<file path="config.mk">
export PLATFORM = sky130hd
export DESIGN_NAME = level_cal_ctrl_flat
export DESIGN_NICKNAME = d
export VERILOG_FILES = /design/src/rtl/level_cal_ctrl_if.sv /design/src/rtl/level_cal_ctrl.sv /design/src/flat_wrapper.sv
export SDC_FILE = /design/constraint.sdc
export NUM_CORES = 1
export LEC_CHECK = 0
export BUFFER_PORTS_ARGS = -buffer_cell sky130_fd_sc_hd__buf_2
export CAP_MARGIN = 20
export CELL_PAD_IN_SITES_DETAIL_PLACEMENT = 0
export CELL_PAD_IN_SITES_GLOBAL_PLACEMENT = 1
export CORE_UTILIZATION = 27
export DETAILED_ROUTE_END_ITERATION = 8
export PLACE_DENSITY = 0.5
export SETUP_SLACK_MARGIN = 0.1
export SYNTH_ARGS = -nofsm -noshare
export SYNTH_HDL_FRONTEND = slang
export SYNTH_SLANG_ARGS = --single-unit
</file>
<file path="constraint.sdc">
create_clock -name clk_100MHz -period 13.35 [get_ports clk_100MHz]
set_input_delay 2.0025 -clock clk_100MHz [delete_from_list [all_inputs] [get_ports clk_100MHz]]
set_output_delay 2.0025 -clock clk_100MHz [all_outputs]
set_load 0.05 [all_outputs]
</file>
<file path="src/rtl/level_cal_ctrl_if.sv">
// Command/sample/result bundle for the level calibration sequencer.
// Commands and sample_valid are single-cycle pulses; there is no back-pressure.
interface level_cal_ctrl_if #(
    parameter int W = 12
);
    logic         tick_1kHz;
    logic         clear_cmd;
    logic         saveH_cmd;
    logic         saveL_cmd;
    logic [W-1:0] sample;
    logic         sample_valid;
    logic [W-1:0] cal_low;
    logic [W-1:0] cal_high;
    logic         cal_ok;
    logic         err;
    logic         busy;
    logic [6:0]   level_pct;
    logic         level_valid;
    logic [1:0]   state_dbg;

    modport master (
        output tick_1kHz, clear_cmd, saveH_cmd, saveL_cmd, sample, sample_valid,
        input  cal_low, cal_high, cal_ok, err, busy, level_pct, level_valid, state_dbg
    );

    modport slave (
        input  tick_1kHz, clear_cmd, saveH_cmd, saveL_cmd, sample, sample_valid,
        output cal_low, cal_high, cal_ok, err, busy, level_pct, level_valid, state_dbg
    );
endinterface

</file>
<file path="src/rtl/level_cal_ctrl.sv">
// Calibration/measurement sequencer: averages low/high capture points, validates the span
// and converts samples to a 0..100 percent level with a 7-step restoring divider.
module level_cal_ctrl #(
    parameter int W          = 12,
    parameter int AVG_LOG2   = 2,
    parameter int TIMEOUT_MS = 50,
    parameter int MIN_SPAN   = 16
) (
    input  logic              clk_100MHz,
    input  logic              reset,
    level_cal_ctrl_if.slave   bus
);
    localparam int AW   = W + AVG_LOG2;
    localparam int DW   = W + 7;
    localparam int MS_W = $clog2(TIMEOUT_MS + 1);
    localparam logic [MS_W-1:0]     MS_LAST  = MS_W'(TIMEOUT_MS - 1);
    localparam logic [AVG_LOG2:0]   CNT_LAST = (AVG_LOG2 + 1)'((1 << AVG_LOG2) - 1);

    typedef enum logic [1:0] {
        S_IDLE  = 2'd0,
        S_CAPT  = 2'd1,
        S_CHECK = 2'd2,
        S_CALC  = 2'd3
    } state_t;

    state_t              r_state;
    state_t              w_state_nxt;

    logic [W-1:0]        r_cal_low;
    logic [W-1:0]        r_cal_high;
    logic                r_hi_set;
    logic                r_lo_set;
    logic                r_cal_ok;
    logic                r_err;
    logic                r_pend_vld;
    logic                r_pend_hi;
    logic                r_tgt_hi;
    logic [AW-1:0]       r_acc;
    logic [AVG_LOG2:0]   r_cnt;
    logic [MS_W-1:0]     r_ms;
    logic [W-1:0]        r_n;
    logic [W-1:0]        r_d;
    logic [DW-1:0]       r_rem;
    logic [DW-1:0]       r_dsh;
    logic [6:0]          r_q;
    logic [3:0]          r_step;
    logic [6:0]          r_pct;
    logic                r_lvl_valid;

    logic                w_one;
    logic                w_both;
    logic                w_start_capt;
    logic                w_start_hi;
    logic                w_pend_load;
    logic                w_pend_clr;
    logic                w_err_set;
    logic                w_capt_add;
    logic                w_capt_done;
    logic                w_start_calc;
    logic                w_do_check;
    logic                w_calc_load;
    logic                w_span_ok;
    logic [AW-1:0]       w_acc_sum;
    logic [W-1:0]        w_avg;
    logic [W-1:0]        w_clamp;
    logic [DW-1:0]       w_n_ext;
    logic [DW-1:0]       w_n100;

    assign w_one     = bus.saveH_cmd ^ bus.saveL_cmd;
    assign w_both    = bus.saveH_cmd & bus.saveL_cmd;
    assign w_acc_sum = r_acc + AW'(bus.sample);
    assign w_avg     = W'(w_acc_sum >> AVG_LOG2);
    assign w_span_ok = ({1'b0, r_cal_high} >= ({1'b0, r_cal_low} + (W + 1)'(MIN_SPAN)));
    assign w_clamp   = (bus.sample < r_cal_low)  ? r_cal_low  :
                       (bus.sample > r_cal_high) ? r_cal_high : bus.sample;
    // n*100 built from shifts so the multiply stays adder-only
    assign w_n_ext   = DW'(r_n);
    assign w_n100    = (w_n_ext << 6) + (w_n_ext << 5) + (w_n_ext << 2);

    always_ff @(posedge clk_100MHz or posedge reset) begin
        if (reset) begin
            r_state <= S_IDLE;
        end else begin
            r_state <= w_state_nxt;
        end
    end

    always_comb begin
        w_state_nxt  = r_state;
        w_start_capt = 1'b0;
        w_start_hi   = 1'b0;
        w_pend_load  = 1'b0;
        w_pend_clr   = 1'b0;
        w_err_set    = 1'b0;
        w_capt_add   = 1'b0;
        w_capt_done  = 1'b0;
        w_start_calc = 1'b0;
        w_do_check   = 1'b0;
        w_calc_load  = 1'b0;
        if (bus.clear_cmd) begin
            w_state_nxt = S_IDLE;
        end else begin
            w_err_set = w_both;
            case (r_state)
                S_IDLE: begin
                    if (r_pend_vld) begin
                        w_start_capt = 1'b1;
                        w_start_hi   = r_pend_hi;
                        w_pend_clr   = 1'b1;
                        w_pend_load  = w_one;
                        w_state_nxt  = S_CAPT;
                    end else if (w_one) begin
                        w_start_capt = 1'b1;
                        w_start_hi   = bus.saveH_cmd;
                        w_state_nxt  = S_CAPT;
                    end else if (!w_both && r_cal_ok && bus.sample_valid) begin
                        w_start_calc = 1'b1;
                        w_state_nxt  = S_CALC;
                    end
                end
                S_CAPT: begin
                    w_pend_load = w_one;
                    if (bus.sample_valid) begin
                        w_capt_add = 1'b1;
                        if (r_cnt == CNT_LAST) begin
                            w_capt_done = 1'b1;
                            w_state_nxt = S_CHECK;
                        end
                    end
                    // a sample completing the capture wins over a same-cycle timeout
                    if (bus.tick_1kHz && !w_capt_done && (r_ms == MS_LAST)) begin
                        w_err_set   = 1'b1;
                        w_state_nxt = S_IDLE;
                    end
                end
                S_CHECK: begin
                    w_pend_load = w_one;
                    w_do_check  = 1'b1;
                    if (r_hi_set && r_lo_set && !w_span_ok) begin
                        w_err_set = 1'b1;
                    end
                    w_state_nxt = S_IDLE;
                end
                S_CALC: begin
                    w_pend_load = w_one;
                    if (r_step == 4'd8) begin
                        w_calc_load = 1'b1;
                        w_state_nxt = S_IDLE;
                    end
                end
                default: w_state_nxt = S_IDLE;
            endcase
        end
    end

    always_ff @(posedge clk_100MHz or posedge reset) begin
        if (reset) begin
            r_cal_low   <= '0;
            r_cal_high  <= '0;
            r_hi_set    <= 1'b0;
            r_lo_set    <= 1'b0;
            r_cal_ok    <= 1'b0;
            r_err       <= 1'b0;
            r_pend_vld  <= 1'b0;
            r_pend_hi   <= 1'b0;
            r_tgt_hi    <= 1'b0;
            r_acc       <= '0;
            r_cnt       <= '0;
            r_ms        <= '0;
            r_n         <= '0;
            r_d         <= '0;
            r_rem       <= '0;
            r_dsh       <= '0;
            r_q         <= '0;
            r_step      <= '0;
            r_pct       <= '0;
            r_lvl_valid <= 1'b0;
        end else begin
            r_lvl_valid <= 1'b0;
            if (bus.clear_cmd) begin
                r_cal_low  <= '0;
                r_cal_high <= '0;
                r_hi_set   <= 1'b0;
                r_lo_set   <= 1'b0;
                r_cal_ok   <= 1'b0;
                r_err      <= 1'b0;
                r_pend_vld <= 1'b0;
            end else begin
                if (w_err_set) begin
                    r_err <= 1'b1;
                end
                if (w_pend_load) begin
                    r_pend_vld <= 1'b1;
                    r_pend_hi  <= bus.saveH_cmd;
                end else if (w_pend_clr) begin
                    r_pend_vld <= 1'b0;
                end
                if (w_start_capt) begin
                    r_tgt_hi <= w_start_hi;
                    r_acc    <= '0;
                    r_cnt    <= '0;
                    r_ms     <= '0;
                end
                if (w_capt_add) begin
                    r_acc <= w_acc_sum;
                    r_cnt <= r_cnt + 1'b1;
                end
                if ((r_state == S_CAPT) && bus.tick_1kHz) begin
                    r_ms <= r_ms + 1'b1;
                end
                if (w_capt_done) begin
                    if (r_tgt_hi) begin
                        r_cal_high <= w_avg;
                        r_hi_set   <= 1'b1;
                    end else begin
                        r_cal_low <= w_avg;
                        r_lo_set  <= 1'b1;
                    end
                end
                if (w_do_check) begin
                    r_cal_ok <= r_hi_set && r_lo_set && w_span_ok;
                end
                if (w_start_calc) begin
                    r_n    <= w_clamp - r_cal_low;
                    r_d    <= r_cal_high - r_cal_low;
                    r_step <= '0;
                end
                if (r_state == S_CALC) begin
                    r_step <= r_step + 1'b1;
                    if (r_step == 4'd0) begin
                        r_rem <= w_n100;
                        r_dsh <= DW'(r_d) << 6;
                        r_q   <= '0;
                    end else if (r_step <= 4'd7) begin
                        // quotient fits in 7 bits because n <= d
                        if (r_rem >= r_dsh) begin
                            r_rem <= r_rem - r_dsh;
                            r_q   <= {r_q[5:0], 1'b1};
                        end else begin
                            r_q <= {r_q[5:0], 1'b0};
                        end
                        r_dsh <= r_dsh >> 1;
                    end
                end
                if (w_calc_load) begin
                    r_pct       <= r_q;
                    r_lvl_valid <= 1'b1;
                end
            end
        end
    end

    assign bus.cal_low     = r_cal_low;
    assign bus.cal_high    = r_cal_high;
    assign bus.cal_ok      = r_cal_ok;
    assign bus.err         = r_err;
    assign bus.busy        = (r_state != S_IDLE);
    assign bus.level_pct   = r_pct;
    assign bus.level_valid = r_lvl_valid;
    assign bus.state_dbg   = r_state;
endmodule

</file>
<file path="src/flat_wrapper.sv">
// flat-port wrapper written by rule: the top's interface ports become plain ports
module level_cal_ctrl_flat 
#(
    parameter int W          = 12,
    parameter int AVG_LOG2   = 2,
    parameter int TIMEOUT_MS = 50,
    parameter int MIN_SPAN   = 16
)
  (clk_100MHz, reset, bus_tick_1kHz, bus_clear_cmd, bus_saveH_cmd, bus_saveL_cmd, bus_sample, bus_sample_valid, bus_cal_low, bus_cal_high, bus_cal_ok, bus_err, bus_busy, bus_level_pct, bus_level_valid, bus_state_dbg);
  level_cal_ctrl_if #(.W(W)) bus_i ();
  input  logic clk_100MHz;
  input  logic reset;
  input wire logic [$bits(bus_i.tick_1kHz)-1:0] bus_tick_1kHz;
  input wire logic [$bits(bus_i.clear_cmd)-1:0] bus_clear_cmd;
  input wire logic [$bits(bus_i.saveH_cmd)-1:0] bus_saveH_cmd;
  input wire logic [$bits(bus_i.saveL_cmd)-1:0] bus_saveL_cmd;
  input wire logic [$bits(bus_i.sample)-1:0] bus_sample;
  input wire logic [$bits(bus_i.sample_valid)-1:0] bus_sample_valid;
  output wire logic [$bits(bus_i.cal_low)-1:0] bus_cal_low;
  output wire logic [$bits(bus_i.cal_high)-1:0] bus_cal_high;
  output wire logic [$bits(bus_i.cal_ok)-1:0] bus_cal_ok;
  output wire logic [$bits(bus_i.err)-1:0] bus_err;
  output wire logic [$bits(bus_i.busy)-1:0] bus_busy;
  output wire logic [$bits(bus_i.level_pct)-1:0] bus_level_pct;
  output wire logic [$bits(bus_i.level_valid)-1:0] bus_level_valid;
  output wire logic [$bits(bus_i.state_dbg)-1:0] bus_state_dbg;
  assign bus_i.tick_1kHz = bus_tick_1kHz;
  assign bus_i.clear_cmd = bus_clear_cmd;
  assign bus_i.saveH_cmd = bus_saveH_cmd;
  assign bus_i.saveL_cmd = bus_saveL_cmd;
  assign bus_i.sample = bus_sample;
  assign bus_i.sample_valid = bus_sample_valid;
  assign bus_cal_low = bus_i.cal_low;
  assign bus_cal_high = bus_i.cal_high;
  assign bus_cal_ok = bus_i.cal_ok;
  assign bus_err = bus_i.err;
  assign bus_busy = bus_i.busy;
  assign bus_level_pct = bus_i.level_pct;
  assign bus_level_valid = bus_i.level_valid;
  assign bus_state_dbg = bus_i.state_dbg;
  level_cal_ctrl #(.W(W), .AVG_LOG2(AVG_LOG2), .TIMEOUT_MS(TIMEOUT_MS), .MIN_SPAN(MIN_SPAN)) u_core (.clk_100MHz(clk_100MHz), .reset(reset), .bus(bus_i));
endmodule
</file>
==> results by group, run 1 <==
CTS
  • Sinks on Clock Net: 136
  • CTS hold repair buffers: 0
  • CTS Buf Count: 17
  • CTS resizes: 0
  • CTS clk-pin slew, worst paths: 0.06 ns
  • H-tree Lvls: 4
  • Clock Latency Late Sink: about 0.44 ns
  • Postcts setup bufs: 0
  • Root Buffer: clkbuf_16
  • Clk buf depth: 2
  • TritonCTS clock tree: yes

Floorplanning
  • Starting density of the core: 27.48%
  • # rows: 69
  • Core area: between 30,000 and 40,000 µm²
  • Num ports: 56
  • DIE HEIGHT: roughly 190 µm
  • Die X: ~190 µm
  • Total die area: 37,060 µm²

GRT
  • GR Layer Usage met2: between 20% and 30%
  • Met3 global-route usage: 3.164%
  • Initial antenna violation count: 0
  • First-pass GRT wire length: about 44,000 µm
  • GR peak layer: met2
  • Met1 Usage GRT: just over 20%
  • GRT Residual Overflow: 0
  • Number of global-route vias before repair: ~7,900
  • Total GRT Usage: about 15%
  • Pin count of the biggest net entering global routing: 93

Pwr
  • Pwr Total: 1.996 mW
  • Comb pwr share: 46.9%
  • Cell Pwr Density: 177.7 nW/µm²
  • Static leakage: between 5 and 6 nW
  • Clock power frac: a little over a quarter
  • Sw frac: 40.82%
  • Pint: ~1.2 mW
  • Reg power frac: a little over a quarter
  • P_sw: between 0.8 and 0.9 mW
  • Peak VDD IR: ~0.000093 V

STA
  • Final Skew: roughly 0.013 ns
  • Fin. Hold Viols: 0
  • Final setup violation count: 0
  • Setup TNS: 0 ns
  • Worst-margin pin slew: between 1 and 1.5 ns
  • Fmax: approximately 0.17 GHz
  • Final min period: 5.717 ns
  • Final Max Tran Viols: 0
  • Slew HR: ~28%
  • RSZ-0062 raised after global routing: no
  • Period Utilization, post-route: approximately 43%

Cells and area
  • # diodes: 0
  • Share of layout cells above drive strength 1: 10.91%
  • Fill count: around 3,800
  • Nets@finish: around 1,300
  • Area delta synth->final: 14.63%

Routing
  • Routed len/inst: 16.35 µm
  • Vias: between 7,000 and 8,000
  • Initial DRT Pass Iterations: 4
  • Detail Route Antenna Nets: 0
  • Total length of routed wires: 26,720 µm
  • 1st-iter DRT viols: roughly 300
  • Vias/cell: ~4.7
  • Drt drc: 0

Critical path
  • Critical Path AT: 6.00 ns
  • RR Endpoint: u_core.r_n[10]
  • Crit-path max FO: 13
  • Crit path required time: about 14 ns
  • Reg2reg path depth: 19
  • CP endpoint kind: flop
  • Critical path type: primary input to flop
  • Crit Reg-Reg Startpoint: u_core.bus.cal_high[1]
  • CP Launch Type: primary input
  • Worst reg2reg setup slack: 8.74 ns

Job
  • Max-Cap Viols: 0

Synthesis
  • Yosys top cell area share: a little over a third
  • Synthesis-stage register bit count: 136
  • Synth Instances: 1,114
  • Async set-reset flop share out of synthesis: between 90% and 100%
  • Syn. warnings: 0
  • Post-synth EDFFs: 0
  • Top-count cell post-synth: dfrtp_1
  • Netlist cell types: 66
  • Mean Syn Cell Area: 8.797 µm²
  • Post-synthesis cell area: between 9000 and 10,000 µm²
  • Most frequent cells after synthesis: 136 x dfrtp_1, 132 x nand2_1, 113 x ha_1, 90 x a21oi_1, 86 x nor2_1
  • Syn Nets: ~1,300
  • Seq/Total Area, Yosys: approximately a third
  • Area leader, netlist: dfrtp_1
  • Prevailing post-synth register cell: dfrtp_1
  • Top post-synthesis cells by area: dfrtp_1 35%, ha_1 14%, nand2_1 5.1%

Min path
  • Hold path endpoint: u_core.r_rem[0]
  • Min-delay worst type: flop to flop
  • Cell depth of the worst hold path: 2
  • Hold Startpoint: u_core.r_rem[0]

Place
  • Port Buffer Count: 55
  • Placer Congestion: between 0.7 and 0.8
  • Dpl hpwl: between 20,000 and 25,000 µm

Outcome
  • Status: finished clean
layout make-up:
cell class | count | area, µm² | area share [%]
clock buffers | 19 | 452.9 | 4.032
clock inverters | 13 | 192.7 | 1.715
inverters | 76 | 290.3 | 2.584
multi-input cells | 865 | 5974 | 53.19
flip-flops and latches | 136 | 3403 | 30.30
well taps | 461 | 576.8 | 5.135
repair buffers | 64 | 342.8 | 3.052
worst max-delay path: stages:
cell and delay (ns):
buf_2 0.15, ha_1 0.29, nor2b_1 0.14, o211ai_1 0.10, a211o_1 0.28, a31oi_2 0.78, o211ai_1 0.15, o21ai_1 0.14
ha_1 0.18, inv_1 0.05, fa_1 0.40, a21o_1 0.18, a21oi_1 0.22, o21bai_1 0.09, a21oi_1 0.26, o21ai_0 0.12
a31oi_1 0.21, xor2_1 0.16, o21ai_0 0.08
power groups by stage:
stage	clock [mW]	sequential (mW)	combinational, mW
finish	0.526	0.535	0.935
floorplan	0	0.546	0.721
CTS	0.545	0.535	0.955
detailed placement	0	0.541	0.952
global placement	0	0.542	0.951
global route	0.559	0.546	1.07
per-stage QoR:
stage | hold slack (ns) | cells | setup slack, ns | area [µm²] | utilization [%]
final | 0.4748 | 1634 | 7.633 | 11230 | 31.51
after detailed placement | 0.4682 | 1602 | 7.192 | 10590 | 29.69
after floorplan | 0.4331 | 1114 | 7.708 | 9799 | -
after global placement | 0.4613 | 1602 | 7.220 | 10590 | 29.69
after CTS | 0.4826 | 1634 | 7.655 | 11230 | 31.51
after global routing | 0.5025 | 1634 | 7.169 | 11230 | 31.51
registers in the layout (all words and copies together), names as in the netlist:
register                count
u_core.r_hi_set             1
u_core.r_lo_set             1
u_core.r_d                 12
u_core.r_tgt_hi             1
u_core.bus.cal_high        12
u_core.bus.level_valid      1
u_core.bus.state_dbg        2
u_core.bus.cal_low         12
u_core.r_rem               19
u_core.bus.level_pct        7
u_core.r_pend_vld           1
u_core.r_n                 12
u_core.r_ms                 6
u_core.r_acc               14
u_core.bus.err              1
u_core.r_dsh               18
u_core.r_q                  7
u_core.r_cnt                3
u_core.bus.cal_ok           1
u_core.r_pend_hi            1
u_core.r_step               4
per-layer routing:
| layer | up-vias | routed length (µm) |
|---|---|---|
| li1 | 4009 | - |
| met1 | 3618 | 13060 |
| met2 | 75 | 12590 |
| met3 | 21 | 722 |
| met4 | 0 | 357 |
| met5 | - | 0 |
kinds of logic (layout without fill, tap and decap cells):
kind of cell	Yosys count	in the layout	synth area share (%)
XOR/XNOR	56	56	5.005
buffers and inverters	113	172	4.418
AO/OA/AOI/OAI	308	308	19.56
flip-flops	136	136	34.73
multiplexers	30	30	3.256
AND/OR/NAND/NOR	345	345	15.95
adder cells (fa/ha/maj)	126	126	17.08
placed cells by master (no fill, tap or decap), types with 14 or more instances in the layout:
master       n
xnor2_1     33
buf_2       55
a21oi_1     90
nand3_1     33
ha_1       113
mux2_2      14
nand2b_1    21
xor2_1      23
nand2_1    132
mux2i_1     15
a21o_1      23
o21ai_1     16
dfrtp_1    136
o31ai_1     14
nor3_1      21
clkbuf_16   17
nor2_1      86
o21ai_0     81
inv_1       75
worst max path at each step:
stage                              to  slack (ns)          start  cells past startpoint
4_1_cts                u_core.r_n[10]        7.65  bus_sample[1]                     19
3_3_place_gp           u_core.r_n[10]        7.22  bus_sample[1]                     19
3_5_place_dp           u_core.r_n[10]        7.19  bus_sample[1]                     19
2_1_floorplan  u_core.bus.cal_high[0]        7.71          reset                      1
5_1_grt                u_core.r_n[10]        7.17  bus_sample[1]                     19
6_report               u_core.r_n[10]        7.63  bus_sample[1]                     19
Note: power is estimated with default switching activity, not from simulation.
==> run 2, diff against run 1 <==
Settings changed: ABC_AREA set to 1, PLACE_DENSITY 0.5 to 0.51.
Clock period 13.35 ns to 5.65 ns, I/O delays scaled along.
==> run 2 against run 1 <==
Against the previous run: clock power grew 130%; largest power group unchanged; die area up 3.5%; via count increased by 15%; synthesized cell count up 21%; sequential power grew to 3.1 times the previous value; worst setup slack got worse by 5.9 ns; final area rose by 3.0%; total power grew to 3.7 times the previous value; sequential cell count unchanged; critical path depth shrank 3; synthesized area up 3.6%.
==> results by group, run 2 <==
CTS
  • Sinks on Clock Net: 136 (unchanged)
  • CTS resizes: 0 (unchanged)
  • CTS hold repair buffers: 0 (unchanged)
  • CTS clk-pin slew, worst paths: 0.07 ns (was 0.06 ns)
  • Clk buf depth: 2 (unchanged)
  • TritonCTS clock tree: yes (unchanged)
  • CTS Buf Count: 17 (unchanged)
  • Clock Latency Late Sink: 0.45 ns (was 0.44 ns)
  • Postcts setup bufs: 0 (unchanged)
  • H-tree Lvls: 4 (unchanged)
  • Root Buffer: clkbuf_16 (unchanged)

GRT
  • Number of global-route vias before repair: 9,138 (was 7,853)
  • GRT Residual Overflow: 0 (unchanged)
  • Initial antenna violation count: 0 (unchanged)
  • Total GRT Usage: 17.56% (was 15.48%)
  • First-pass GRT wire length: 51,860 µm (was 43,900 µm)
  • Pin count of the biggest net entering global routing: 56 (was 93)

STA
  • Final min period: 3.901 ns
  • Fmax: roughly 0.26 GHz
  • RSZ-0062 raised after global routing: no (unchanged)
  • Slew HR: 43.06% (was 27.61%)
  • Period Utilization, post-route: just under 70%
  • Fin. Hold Viols: 0 (unchanged)
  • Hold WS: 0.4205 ns (was 0.4748 ns)
  • Final Max Tran Viols: 0 (unchanged)
  • Final setup violation count: 0 (unchanged)
  • Worst-margin pin slew: 0.8510 ns (was 1.082 ns)
  • Setup TNS: 0 ns (unchanged)
  • Final Skew: 0.01572 ns (was 0.01348 ns)
  • Setup ws final: 1.749 ns (was 7.633 ns)

Synthesis
  • Async set-reset flop share out of synthesis: 100.0% (unchanged)
  • Synthesis-stage register bit count: 136 (unchanged)
  • Top post-synthesis cells by area: dfrtp_1 34%, ha_1 14%, nand2_1 12% (was dfrtp_1 35%, ha_1 14%, nand2_1 5.1%)
  • Post-synthesis compound-gate area fraction: 16.59% (was 19.56%)
  • Netlist cell types: 47 (was 66)
  • Area leader, netlist: dfrtp_1 (unchanged)
  • Syn. warnings: 0 (unchanged)
  • Syn Nets: 1,489 (was 1,259)
  • Seq/Total Area, Yosys: 33.53% (was 34.73%)
  • Synth Instances: 1,344 (was 1,114)
  • Yosys top cell area share: 33.53% (was 34.73%)
  • Adder and majority gate portion of the synthesized area: 16.49% (was 17.08%)
  • Simple-Gate Fraction of Synth Area: 22.63% (was 15.95%)
  • Main combinational cell family by area after synthesis: simple AND/OR/NAND/NOR gates (was compound AO/OA/AOI/OAI gates)
  • Prevailing post-synth register cell: dfrtp_1 (unchanged)
  • Multiplexer share of the synthesized area: 1.097% (was 3.256%)
  • Mean Syn Cell Area: 7.553 µm² (was 8.797 µm²)
  • Synth Area in XOR/XNOR: 2.157% (was 5.005%)
  • Post-synthesis cell area: 10,150 µm² (was 9799 µm²)
  • Most frequent cells after synthesis: 318 x nand2_1, 162 x inv_1, 136 x dfrtp_1, 121 x o21ai_0, 113 x ha_1 (was 136 x dfrtp_1, 132 x nand2_1, 113 x ha_1, 90 x a21oi_1, 86 x nor2_1)
  • Top-count cell post-synth: nand2_1 (was dfrtp_1)
  • Post-synth EDFFs: 0 (unchanged)

Min path
  • Min-delay worst type: primary input to asynchronous set/reset pin (was flop to flop)

Critical path
  • Worst path buffer plus inverter count: 2 (unchanged)
  • Top Family by Delay on Critical Path: simple AND/OR/NAND/NOR gates (was compound AO/OA/AOI/OAI gates)
  • Critical path type: flop to flop (was primary input to flop)
  • CP max stage cell: dfrtp_1 (was a31oi_2)
  • Critical path depth: 16 (was 19)
  • CP endpoint kind: flop (unchanged)
  • RR Endpoint: u_core.r_n[10] (unchanged)
  • Critical Path Max Stage Delay: 0.62 ns (was 0.78 ns)
  • CP Launch Type: flop (was primary input)
  • Reg2reg path depth: 16 (was 19)
  • Critical Path, Cell by Cell: inv_1, ha_1, nand2_1, nor3_1, nand2_1, nand2_1, o21ai_0, o22ai_1, ha_1, inv_1, fa_1, nand3_1, nand3_1, or2_2, nand3_1, o21ai_0 (was buf_2, ha_1, nor2b_1, o211ai_1, a211o_1, a31oi_2, o211ai_1, o21ai_1, ha_1, inv_1, fa_1, a21o_1, a21oi_1, o21bai_1, a21oi_1, o21ai_0, a31oi_1, xor2_1, o21ai_0)
  • Worst Setup EP: u_core.r_n[10] (unchanged)
  • CP startpoint: u_core.bus.cal_low[8] (was bus_sample[1])
  • Crit path required time: 5.95 ns (was 13.63 ns)
  • Critical Path AT: 4.20 ns (was 6.00 ns)
  • Crit-path max FO: 24 (was 13)
  • Worst reg2reg setup slack: 1.75 ns (was 8.74 ns)
  • Crit Reg-Reg Startpoint: u_core.bus.cal_low[8] (was u_core.bus.cal_high[1])

Place
  • Dpl hpwl: 25,270 µm (was 20,380 µm)
  • Placer Congestion: 0.8331 (was 0.7653)
  • Port Buffer Count: 55 (unchanged)
  • Dpl ws: 1.533 ns (was 7.192 ns)
  • Cells after DPL: 1,847 (was 1,602)
  • Area post-placement: 10,940 µm² (was 10,590 µm²)

Routing
  • Drt drc: 0 (unchanged)
  • Routed len/inst: 17.10 µm (was 16.35 µm)
  • Vias: 8,901 (was 7,723)
  • Detail Route Antenna Nets: 0 (unchanged)
  • Total length of routed wires: 32,120 µm (was 26,720 µm)
  • 1st-iter DRT viols: 389 (was 304)
  • Vias/cell: 4.740 (was 4.726)
  • Initial DRT Pass Iterations: 5 (was 4)

Pwr
  • Peak VDD IR: 0.0002394 V (was 0.00009273 V)
  • Cell Pwr Density: 630.7 nW/µm² (was 177.7 nW/µm²)
  • Pwr Total: 7.297 mW (was 1.996 mW)
  • Static leakage: 5.899 nW (was 5.269 nW)

Outcome
  • Status: finished clean (unchanged)

Floorplanning
  • # rows: 70 (was 69)
  • Core area: 36,790 µm² (was 35,660 µm²)
  • Num ports: 56 (unchanged)
  • Total die area: 38,370 µm² (was 37,060 µm²)
  • Die X: 195.9 µm (was 192.5 µm)
  • Starting density of the core: 27.60% (was 27.48%)
  • DIE HEIGHT: 195.9 µm (was 192.5 µm)

Cells and area
  • Largest register by flop count: u_core.r_rem (unchanged)
  • Register area: 3403 µm² (unchanged)
  • Nets@finish: 1,543 (was 1,305)
  • Design area: 11,570 µm² (was 11,230 µm²)
  • Fill count: 4,047 (was 3,795)
  • Non-Filler Instances: 1,878 (was 1,634)
  • Area occupied by multi-input gates: 5988 µm² (was 5974 µm²)
  • Biggest regs: u_core.r_rem (19), u_core.r_dsh (18), u_core.r_acc (14) (unchanged)
  • Most common cell after layout, fill and taps aside: nand2_1 (was dfrtp_1)
  • Post-layout util: 31.45% (was 31.51%)
  • Max reg flops: 19 (unchanged)
  • Share of layout cells above drive strength 1: 8.582% (was 10.91%)
  • # diodes: 0 (unchanged)
  • Most frequent cells in the layout: 318 x nand2_1, 161 x inv_1, 136 x dfrtp_1, 121 x o21ai_0, 113 x ha_1 (was 136 x dfrtp_1, 132 x nand2_1, 113 x ha_1, 90 x a21oi_1, 86 x nor2_1)
  • Area delta synth->final: 13.98% (was 14.63%)

Job
  • Max-Cap Viols: 0 (unchanged)
-- run 2: cell type report --
class	count	area share, %
Clock buffer	22	4.272
Clock inverter	9	1.190
Inverter	166	5.472
Multi-Input combinational cell	1015	51.76
Sequential cell	136	29.42
Tap cell	468	5.061
Timing Repair Buffer	62	2.833
-- run 2: kinds of logic after synthesis --
| family | count (synthesis) |
|---|---|
| flip-flops | 136 |
| AND/OR/NAND/NOR | 546 |
| buffers and inverters | 193 |
| XOR/XNOR | 25 |
| multiplexers | 11 |
| adder cells (fa/ha/maj) | 126 |
| AO/OA/AOI/OAI | 307 |
-- run 2: how the worst min path moves through the flow --
stage / cells after the start / end
after floorplan: 2 / u_core.r_d[5]
after global placement: 2 / u_core.r_d[9]
after detailed placement: 2 / u_core.r_d[5]
after CTS: 2 / u_core.bus.err
after global routing: 2 / u_core.bus.level_pct[4]
final: 2 / u_core.bus.err
-- run 2: report_power, final --
part	switching, mW	total, mW	leakage (nW)	internal (mW)
sequential	0.366	1.67	1.79	1.31
combinational	2.89	4.41	3.80	1.52
clock	0.462	1.22	0.309	0.754
total	3.72	7.30	5.90	3.58
-- run 2: metal layers --
| metal | GRT usage [%] | wire (µm) | vias up |
|---|---|---|---|
| li1 | - | - | 4607 |
| met1 | 21.96 | 15070 | 4176 |
| met2 | 30.47 | 15680 | 88 |
| met3 | 3.008 | 570 | 30 |
| met4 | 5.874 | 796 | 0 |
| met5 | 0 | 0 | - |
-- run 2: worst register-to-register path: stages (launching register included) --
cell and delay (ns):
dfrtp_1 0.62, inv_1 0.25, ha_1 0.34, nand2_1 0.06, nor3_1 0.19, nand2_1 0.07
nand2_1 0.55, o21ai_0 0.20, o22ai_1 0.16, ha_1 0.18, inv_1 0.05, fa_1 0.44
nand3_1 0.12, nand3_1 0.10, or2_2 0.29, nand3_1 0.07, o21ai_0 0.08
==> run 3, diff against run 2 <==
Settings changed: PLACE_DENSITY 0.51 to 0.53.
Clock period 5.65 ns to 3.5 ns, I/O delays scaled along.
==> run 3 against run 2 <==
Against the previous run: register-to-register slack got worse by 1.4 ns; largest power group unchanged; sequential share of layout area fell by 1.2 points; maximum frequency rose by 23%; sequential cell count did not move.
==> results by group, run 3 (same netlist as run 2, synthesis figures left out) <==
Cells and area
  • Largest register by flop count: u_core.r_rem (unchanged)
  • Share of layout cells above drive strength 1: 13.20% (was 8.582%)
  • Max reg flops: 19 (unchanged)
  • Most common cell after layout, fill and taps aside: nand2_1 (unchanged)
  • # diodes: 0 (unchanged)
  • Area delta synth->final: 19.07% (was 13.98%)
  • Design area: 12,090 µm² (was 11,570 µm²)
  • Most frequent cells in the layout: 315 x nand2_1, 160 x inv_1, 135 x dfrtp_1, 121 x o21ai_0, 112 x ha_1 (was 318 x nand2_1, 161 x inv_1, 136 x dfrtp_1, 121 x o21ai_0, 113 x ha_1)
  • Biggest regs: u_core.r_rem (19), u_core.r_dsh (18), u_core.r_acc (14) (unchanged)
  • Nets@finish: 1,602 (was 1,543)

CTS
  • CTS clk-pin slew, worst paths: 0.06 ns (was 0.07 ns)
  • Clk buf depth: 2 (unchanged)
  • Sinks on Clock Net: 136 (unchanged)
  • TritonCTS clock tree: yes (unchanged)
  • CTS Buf Count: 17 (unchanged)
  • H-tree Lvls: 4 (unchanged)
  • Clock Latency Late Sink: 0.44 ns (was 0.45 ns)
  • Root Buffer: clkbuf_16 (unchanged)

GRT
  • Number of global-route vias before repair: 9,143 (was 9,138)
  • First-pass GRT wire length: 51,030 µm (was 51,860 µm)
  • Total GRT Usage: 17.18% (was 17.56%)
  • Pin count of the biggest net entering global routing: 137 (was 56)
  • GRT Residual Overflow: 0 (unchanged)
  • Initial antenna violation count: 0 (unchanged)

Critical path
  • CP endpoint kind: flop (unchanged)
  • CP startpoint: u_core.bus.cal_high[7] (was u_core.bus.cal_low[8])
  • Reg2reg path depth: 18 (was 16)
  • Critical path type: flop to flop (unchanged)
  • Crit-path max FO: 7 (was 24)
  • CP Launch Type: flop (unchanged)
  • Critical Path AT: 3.47 ns (was 4.20 ns)
  • Crit path required time: 3.80 ns (was 5.95 ns)
  • Crit Reg-Reg Startpoint: u_core.bus.cal_high[7] (was u_core.bus.cal_low[8])

Min path
  • Min-delay worst type: primary input to asynchronous set/reset pin (unchanged)

STA
  • Final Skew: 0.01017 ns (was 0.01572 ns)
  • RSZ-0062 raised after global routing: no (unchanged)
  • Worst-margin pin slew: 0.8631 ns (was 0.8510 ns)
  • Fin. Hold Viols: 0 (unchanged)
  • Final setup violation count: 0 (unchanged)
  • Fmax: 0.3158 GHz (was 0.2564 GHz)
  • Period Utilization, post-route: 90.47% (was 69.04%)
  • Slew HR: 42.25% (was 43.06%)
  • Final Max Tran Viols: 0 (unchanged)
  • Final min period: 3.167 ns (was 3.901 ns)

Routing
  • Total length of routed wires: 31,630 µm (was 32,120 µm)
  • Drt drc: 0 (unchanged)
  • Initial DRT Pass Iterations: 5 (unchanged)
  • Detail Route Antenna Nets: 0 (unchanged)
  • Vias: 9,153 (was 8,901)
  • Routed len/inst: 16.32 µm (was 17.10 µm)
  • Vias/cell: 4.723 (was 4.740)
  • 1st-iter DRT viols: 470 (was 389)

Floorplanning
  • DIE HEIGHT: 195.9 µm (unchanged)
  • # rows: 70 (unchanged)
  • Num ports: 56 (unchanged)
  • Total die area: 38,370 µm² (unchanged)
  • Die X: 195.9 µm (unchanged)
  • Core area: 36,790 µm² (unchanged)
  • Starting density of the core: 27.60% (unchanged)

Place
  • Placer Congestion: 0.8196 (was 0.8331)
  • Port Buffer Count: 55 (unchanged)
  • Area post-placement: 11,370 µm² (was 10,940 µm²)
  • Dpl hpwl: 25,120 µm (was 25,270 µm)

Pwr
  • Cell Pwr Density: 999.5 nW/µm² (was 630.7 nW/µm²)
  • Pwr Total: 12.08 mW (was 7.297 mW)
  • Static leakage: 6.188 nW (was 5.899 nW)
  • Peak VDD IR: 0.0004437 V (was 0.0002394 V)

Outcome
  • Status: finished clean (unchanged)

Job
  • Max-Cap Viols: 0 (unchanged)
-- run 3: worst max-delay path, cell delays in order (launching register included) --
cell     delay (ns)
dfrtp_1        0.36
inv_1          0.08
ha_4           0.27
nand4_1        0.21
nor3_2         0.16
nand2_1        0.13
nand2_4        0.12
buf_8          0.14
mux2i_2        0.22
a21oi_2        0.07
ha_1           0.33
buf_4          0.15
nand2_1        0.08
nor2_1         0.07
nand3_1        0.09
nand3_2        0.09
or2_2          0.28
nand3_1        0.07
o21ai_0        0.09
-- run 3: path summary, 6_finish.rpt --
path                                                end  slack, ns
max in group asynchronous         u_core.bus.cal_low[2]       2.58
min in group clk_100MHz                u_core.r_pend_hi       0.36
worst min-delay path            u_core.bus.level_pct[4]       0.27
worst max register to register           u_core.r_n[10]       0.33
worst min register to register            u_core.r_d[9]       0.48
worst max-delay path                     u_core.r_n[10]       0.33
-- run 3: timing repair --
| item | CTS | global route |
|---|---|---|
| setup endpoints to repair | 0 | 8 |
| buffers inserted | 0 | 3 |
| hold buffers | 0 | 0 |
| resized for setup | 0 | 18 |
-- run 3: through the flow --
stage / util (%) / hold WS [ns] / cells / setup slack (ns) / TNS, ns
after CTS: 32.60 / 0.3306 / 1935 / 0.1691 / 0
final: 32.86 / 0.2744 / 1938 / 0.3335 / 0
after global routing: 32.86 / 0.3311 / 1938 / 0.1049 / 0
after global placement: 30.91 / 0.4658 / 1903 / -0.02880 / -0.02880
after detailed placement: 30.91 / 0.4645 / 1903 / -0.07264 / -0.1066
after floorplan: - / 0.4438 / 1344 / 0.1863 / 0
-- run 3: metal layers --
layer | up-vias | wire length, µm | GRT usage, %
li1 | 4738 | - | -
met1 | 4300 | 15310 | 22.84
met2 | 92 | 15180 | 28.92
met3 | 23 | 685 | 2.699
met4 | 0 | 441 | 4.427
met5 | - | 0 | 0
-- run 3: cell type report --
| cell class | instances | area, µm² |
|---|---|---|
| Inverter | 166 | 631.9 |
| Fill cell | 4004 | 24700 |
| Tap cell | 468 | 585.6 |
| Clock inverter | 14 | 183.9 |
| Multi-Input combinational cell | 1015 | 6047 |
| Timing Repair Buffer | 121 | 794.5 |
| Clock buffer | 18 | 439.2 |
| Sequential cell | 136 | 3405 |
-- run 3: where the power goes --
| group | internal [mW] | switching [mW] |
|---|---|---|
| combinational | 2.74 | 4.87 |
| clock | 1.16 | 0.788 |
| sequential | 2.11 | 0.415 |
| total | 6.00 | 6.08 |
